File: config.mk
export PLATFORM = sky130hd
export DESIGN_NAME = sw_debounce
export DESIGN_NICKNAME = d
export VERILOG_FILES = /design/src/rtl/sw_pkg.sv /design/src/rtl/tick_gen.sv /design/src/rtl/sw_debounce.sv
export SDC_FILE = /design/constraint.sdc
export NUM_CORES = 1
export LEC_CHECK = 0
export CORE_ASPECT_RATIO = 0.5
export CORE_MARGIN = 1
export CORE_UTILIZATION = 40
export CTS_CLUSTER_SIZE = 28
export DETAILED_ROUTE_END_ITERATION = 7
export SYNTH_ARGS = -nofsm -noshare
export SYNTH_HDL_FRONTEND = slang
export SYNTH_SLANG_ARGS = --single-unit
File: constraint.sdc
create_clock -name clk -period 4.3 [get_ports clk]
set_clock_uncertainty 0.15 [all_clocks]
set_input_delay 1.29 -clock clk [delete_from_list [all_inputs] [get_ports clk]]
set_output_delay 1.29 -clock clk [all_outputs]
set_load 0.02 [all_outputs]
File: src/rtl/sw_pkg.sv
// Shared constants and helpers for the switch debounce stage.
// Default sizing matches the 4-bit register pipeline board.
package sw_pkg;

  localparam int SW_WIDTH        = 4;
  localparam int SW_TICK_DIV     = 125000;
  localparam int SW_STABLE_TICKS = 10;

  // Counter must hold 0..STABLE_TICKS-1 plus headroom for the compare.
  function automatic int cnt_w(input int stable);
    return $clog2(stable + 1);
  endfunction

endpackage

File: src/rtl/tick_gen.sv
// Free-running prescaler: registered one-cycle tick every TICK_DIV clocks.
// Used as the clock enable for the debounce counters and similar blocks.
module tick_gen #(
  parameter int TICK_DIV = 125000
) (
  input  logic clk,
  input  logic rst_n,
  output logic tick
);

  localparam int W = $clog2(TICK_DIV);
  localparam logic [W-1:0] LAST = W'(TICK_DIV - 1);

  logic [W-1:0] cnt_q, cnt_d;
  logic         tick_q, tick_d;

  always_comb begin
    cnt_d  = (cnt_q == LAST) ? '0 : cnt_q + W'(1);
    tick_d = (cnt_q == LAST);
  end

  always_ff @(posedge clk or negedge rst_n) begin
    if (!rst_n) begin
      cnt_q  <= '0;
      tick_q <= 1'b0;
    end else begin
      cnt_q  <= cnt_d;
      tick_q <= tick_d;
    end
  end

  assign tick = tick_q;

endmodule

File: src/rtl/sw_debounce.sv
// Switch conditioning: 2-flop sync + per-bit tick-based stability filter.
// Define SW_DEBOUNCE_EDGE_EN to add per-bit rise/fall pulse outputs.
module sw_debounce
  import sw_pkg::*;
#(
  parameter int WIDTH        = SW_WIDTH,
  parameter int TICK_DIV     = SW_TICK_DIV,
  parameter int STABLE_TICKS = SW_STABLE_TICKS
) (
  input  logic             clk,
  input  logic             rst_n,
  input  logic [WIDTH-1:0] sw_raw,
  output logic [WIDTH-1:0] d_out,
  output logic             changed,
  output logic             tick
`ifdef SW_DEBOUNCE_EDGE_EN
  ,
  output logic [WIDTH-1:0] rise,
  output logic [WIDTH-1:0] fall
`endif
);

  localparam int CW = cnt_w(STABLE_TICKS);
  localparam logic [CW-1:0] CMAX = CW'(STABLE_TICKS - 1);

  logic [WIDTH-1:0] s1_q, s2_q;
  logic [WIDTH-1:0] d_q, d_d;
  logic [WIDTH-1:0] upd;
  logic             chg_q, chg_d;

  tick_gen #(
    .TICK_DIV(TICK_DIV)
  ) u_tick (
    .clk  (clk),
    .rst_n(rst_n),
    .tick (tick)
  );

  always_ff @(posedge clk or negedge rst_n) begin
    if (!rst_n) begin
      s1_q <= '0;
      s2_q <= '0;
    end else begin
      s1_q <= sw_raw;
      s2_q <= s1_q;
    end
  end

  for (genvar i = 0; i < WIDTH; i++) begin : g_bit
    logic [CW-1:0] cnt_q, cnt_d;
    logic          differ;

    assign differ = (s2_q[i] != d_q[i]);
    assign upd[i] = differ && tick && (cnt_q == CMAX);

    // Any cycle back at the accepted level restarts the hold count.
    always_comb begin
      cnt_d = cnt_q;
      if (!differ || upd[i]) cnt_d = '0;
      else if (tick)         cnt_d = cnt_q + CW'(1);
    end

    always_ff @(posedge clk or negedge rst_n) begin
      if (!rst_n) cnt_q <= '0;
      else        cnt_q <= cnt_d;
    end
  end

  always_comb begin
    d_d   = d_q ^ upd;
    chg_d = |upd;
  end

  always_ff @(posedge clk or negedge rst_n) begin
    if (!rst_n) begin
      d_q   <= '0;
      chg_q <= 1'b0;
    end else begin
      d_q   <= d_d;
      chg_q <= chg_d;
    end
  end

  assign d_out   = d_q;
  assign changed = chg_q;

`ifdef SW_DEBOUNCE_EDGE_EN
  logic [WIDTH-1:0] rise_q, fall_q;

  always_ff @(posedge clk or negedge rst_n) begin
    if (!rst_n) begin
      rise_q <= '0;
      fall_q <= '0;
    end else begin
      rise_q <= upd & s2_q;
      fall_q <= upd & ~s2_q;
    end
  end

  assign rise = rise_q;
  assign fall = fall_q;
`else
  // Without edge outputs, changed alone marks an update.
`endif

endmodule

; ---- Yosys cells after proc, flatten, opt, wreduce, memory -nomap -nowiden
; Cells that the tools add are included.
[classes]
add_sub_neg = 5
n_eq_ne = 9
n_mux = 9
bitwise = 1
reduce_logical = 21
[ops]
columns = operator, count
row1 = $mux W4, 8
row2 = $add A17 B1 Y17 const B, 1
row3 = $eq A17 B17 Y1 const B, 1
row4 = $mux W17, 1
row5 = $add A4 B1 Y4 const B, 4
row6 = $eq A4 B4 Y1 const B, 4
row7 = $logic_and A1 B1 Y1, 8
row8 = $reduce_bool A2 Y1, 4
row9 = $logic_not A1 Y1, 4
row10 = $logic_or A1 B1 Y1, 4
row11 = $ne A1 B1 Y1, 4
row12 = $reduce_or A4 Y1, 1
row13 = $xor A4 B4 Y4, 1
[totals]
reg_bits = 47
inputBits = 6
out_inout_bits = 6
wordCells = 55

; ---- Longest topological paths before layout
[depth]
depth_word = 5
depth_mapped = 6
depth_no_buf = 6

; ---- Modules after synthesis
; Synthesis repeated with hierarchy kept, for this count alone.
[hier_totals]
cells_unflattened = 181
area_unflattened_um2 = 2145.8
[by_module_without_submodules]
columns = module, instances, cells_per_inst, area_each_um2, seq_area_each_um2
row1 = sw_debounce, 1, 104, 1287.5, 725.7
row2 = tick_gen, 1, 77, 858.3, 450.4

; ---- Least setup slack after synthesis
; No wires, ideal clock.
[synth_timing]
path_kind = reg-to-output
start = reg u_tick.tick_q (netlist: u_tick.tick)
end = out tick
t_arrival_ns = 0.479
required_time_ns = 2.860
setup_slack_ns = 2.381
stages_incl_launch_ff = 1
n_path_buf = 0
path_cell_list = dfrtp_1
[synth_rtl]
columns = item, line_no
row1 = "start, declared", tick_gen.sv:15  ; logic tick_q, tick_d;
row2 = "start signal, assigned", tick_gen.sv:28  ; tick_q <= tick_d;
row3 = "end, declared", sw_debounce.sv:15  ; output logic tick
; No word-level cell between the ends.

; ---- Worst setup path after layout
[layout_timing]
start = reg d_q[2] (netlist: d_out[2])
end = out d_out[2]
[layout_rtl]
columns = item, line_no
row1 = "start, declared", sw_debounce.sv:27  ; logic [WIDTH-1:0] d_q, d_d;
row2 = "start signal, assigned", sw_debounce.sv:76  ; d_q <= '0;
row3 = "start signal, assigned", sw_debounce.sv:79  ; d_q <= d_d;
row4 = "end, declared", sw_debounce.sv:13  ; output logic [WIDTH-1:0] d_out,
; No word-level cell between the ends.

==> summary.txt <==
Run status
  – Outcome: finished, final reports clean

Critical path
  – Crit-path slowest cell: clkdlybuf4s50_1
  – Arrival time at the worst endpoint: 1.29 ns
  – CP bufs+invs: 1
  – CP Class: reg -> out
  – Crit start category: register
  – Worst endpoint required time: 2.86 ns
  – Crit-path max cell delay: 0.61 ns
  – Largest delay share family, worst path: buffers and inverters
  – Critical path fanouts, max: 3
  – Crit end category: output pin
  – CP Cell Sequence: clkdlybuf4s50_1

Route
  – DRT antenna net count: 0
  – Wire per inst: between 10 and 15 µm
  – 1st-pass router iterations: 4
  – DR vias: 1292
  – DRC: 0
  – Final WL: 3.22 mm
  – Vias per inst: approximately 4.8
  – Iteration-0 DRC Markers: 19

Global route
  – First-pass GRT wire length: roughly 5.6 mm
  – Met1 global-route usage: 15.5%
  – Largest net degree at the start of global routing: 48
  – Vias in the first global route: roughly 1200
  – Grt peak-use layer: met2
  – Initial antenna violation count: 0
  – M2 GR Usage: 23.8%
  – Congestion Overflow GR: 0
  – Tot GR Track Use: 13.4%
  – Met3 usage: 3.69%

Power
  – Worst VDD drop: 0.137 mV
  – Internal: 0.581 mW
  – Sw Share: 21.7%
  – NetSw: 0.161 mW
  – Leakage power: 1.06 nW
  – Clock group share of total power: 37.6%
  – Sequential power share: 60.2%
  – Tot Pwr: between 0.7 and 0.8 mW
  – PD cells: ~310 nW/µm²
  – Comb power frac: roughly 2.2%

Run
  – Number of max-cap violations: 0

Timing
  – Final hold vios: 0
  – RSZ-0062 raised after global routing: false
  – Setup TNS: 0 ns
  – Minimum clock period: 2.73 ns
  – Endpoints failing setup: 0
  – Worst Max-Slew Pin Slew: 1.00 ns
  – Slew HR: 33.0%
  – Tcrit/Tclk final: between 60 and 70%
  – Slew Limit Fails: 0
  – Max Clock Freq: 367 MHz

Floorplanning
  – I/O Pins: 12
  – Die height: approximately 53 µm
  – Initial Util: 42.0%
  – Die footprint: 5530 µm²
  – Die Span X: 104 µm
  – # rows: 18
  – Core Area: roughly 5000 µm²

Synthesis
  – Number of synthesized register bits: 47
  – Ys Warns: 0
  – Ys async rst share: 100%
  – Mapped cell area: 2090 µm²
  – Register area share after synthesis: ~56%
  – Synthesized Nets: between 150 and 200
  – Post-synth EDFFs: 0
  – Yosys cell types: 32
  – Mapped Avg Cell Area: 11.4 µm²
  – Cells after synthesis: around 180
  – Main synth FF type: dfrtp_1

Worst hold path
  – Min-delay worst type: reg -> reg

CTS
  – CTS buffer count: 5
  – Max clock buf depth: 2
  – TritonCTS clock tree: done
  – Root buffer cell: clkbuf_8
  – Post-CTS setup buffers: 0
  – Clock Pin Slew Worst Setup and Hold Paths: 0.09 ns
  – Clk_lat worst skew: 0.30 ns
  – H-tree Lvls: 2
  – CTS Hold Bufs: 0
  – Post_cts resized: 0
  – Num Clock Sinks: 47

Placement
  – PortBufs: 11
  – Placed insts: 262
  – GPL Wtd Cong: 0.742
  – Post-DP HPWL: 2.21 mm

Final layout
  – Layout Nets: 214
  – ANT cells: 0
  – Layout cell share with drive strength beyond 1: 10.5%
  – Fillcell total: around 460
  – Most frequent cells in the layout: dfrtp_1 (47), nor2_1 (24), xor2_1 (17), nand2_1 (15), xnor2_1 (11)
  – Multi-input logic area: 877 µm²
  – P&R area growth vs syn: 13.7%
  – Commonest non-fill, non-tap cell in the layout: dfrtp_1
  – Reg area: 1180 µm²
  – Post-route insts no fill: 270
-- routing by layer --
metal  vias up  part of all wire [%]
met3         4                   1.9
met2         9                    48
met5         -                     0
met1       632                    49
li1        647                     -
met4         0                   1.3
-- cell type report --
cell class                 count  share of cell area [%]
inverter                       6                   0.948
clock inverter                 2                   0.685
timing repair buffer          12                    4.74
multi-input combinational    127                    36.9
clock buffer                   6                    3.48
tap                           70                    3.69
sequential                    47                    49.5
-- power groups by stage --
stage	sequential (mW)	combinational (mW)	clock, mW
final	0.447	0.0164	0.279
after global routing	0.448	0.0192	0.306
after CTS	0.447	0.0174	0.290
after detailed placement	0.456	0.0174	0
after global placement	0.456	0.0171	0
after floorplan	0.456	0.00356	0
-- worst paths after layout --
check,start,endpoint,slack [ns],cells past startpoint
max in group asynchronous,rst_n,u_tick.cnt_q[14]$_DFF_PN0_,2.38,1
max reg2reg,u_tick.cnt_q[8]$_DFF_PN0_,u_tick.cnt_q[6]$_DFF_PN0_,2.30,4
max,d_out[2]$_DFF_PN0_,d_out[2],1.57,1
min in group asynchronous,rst_n,g_bit[3].cnt_q[2]$_DFFE_PN0P_,1.01,1
min reg2reg,s1_q[1]$_DFF_PN0_,s2_q[1]$_DFF_PN0_,0.21,0
min,s1_q[1]$_DFF_PN0_,s2_q[1]$_DFF_PN0_,0.21,0
-- Yosys cell counts (2+ instances only) --
cell / instances / area share [%]
nand4b_1: 4 / 1.7
a21oi_2: 2 / 0.84
xnor2_1: 11 / 4.6
nand2_1: 15 / 2.7
mux2_2: 4 / 2.2
nand4_1: 6 / 1.8
nand3_1: 8 / 1.9
o31ai_1: 2 / 0.72
nor3_1: 2 / 0.48
ha_1: 9 / 5.4
a211oi_1: 3 / 1.1
a21oi_1: 2 / 0.48
buf_2: 2 / 0.48
inv_1: 5 / 0.90
nor2_1: 24 / 4.3
xor2_1: 17 / 7.1
dfrtp_1: 47 / 56
or4_4: 2 / 1.1
nand2b_1: 3 / 0.90
and3_1: 2 / 0.60
nor2b_1: 2 / 0.60
-- state kept, by name, indices dropped and copies added, names as in the netlist --
register,cells
s2_q,4
u_tick.tick,1
changed,1
d_out,4
g_bit.cnt_q,16
s1_q,4
u_tick.cnt_q,17
-- cell families after synthesis --
kind of cell	Yosys count	share of synthesized area [%]
xor+xnor	28	11.7
compound gates	10	3.35
simple gates	76	19.3
flops	47	56.3
mux	4	2.16
fa+ha+maj	9	5.39
buf+inv	9	1.74
-- per-stage QoR --
| step | hold slack, ns | setup slack (ns) | util (%) | instance area [µm²] |
|---|---|---|---|---|
| after floorplan | 0.181 | 2.38 | - | 2090 |
| after global placement | 0.181 | 1.90 | 45.7 | 2280 |
| after detailed placement | 0.188 | 1.89 | 45.7 | 2280 |
| after CTS | 0.207 | 1.55 | 47.7 | 2370 |
| after global routing | 0.213 | 1.51 | 47.7 | 2370 |
| final | 0.206 | 1.57 | 47.7 | 2370 |
Note: power is estimated with default switching activity, not from simulation.
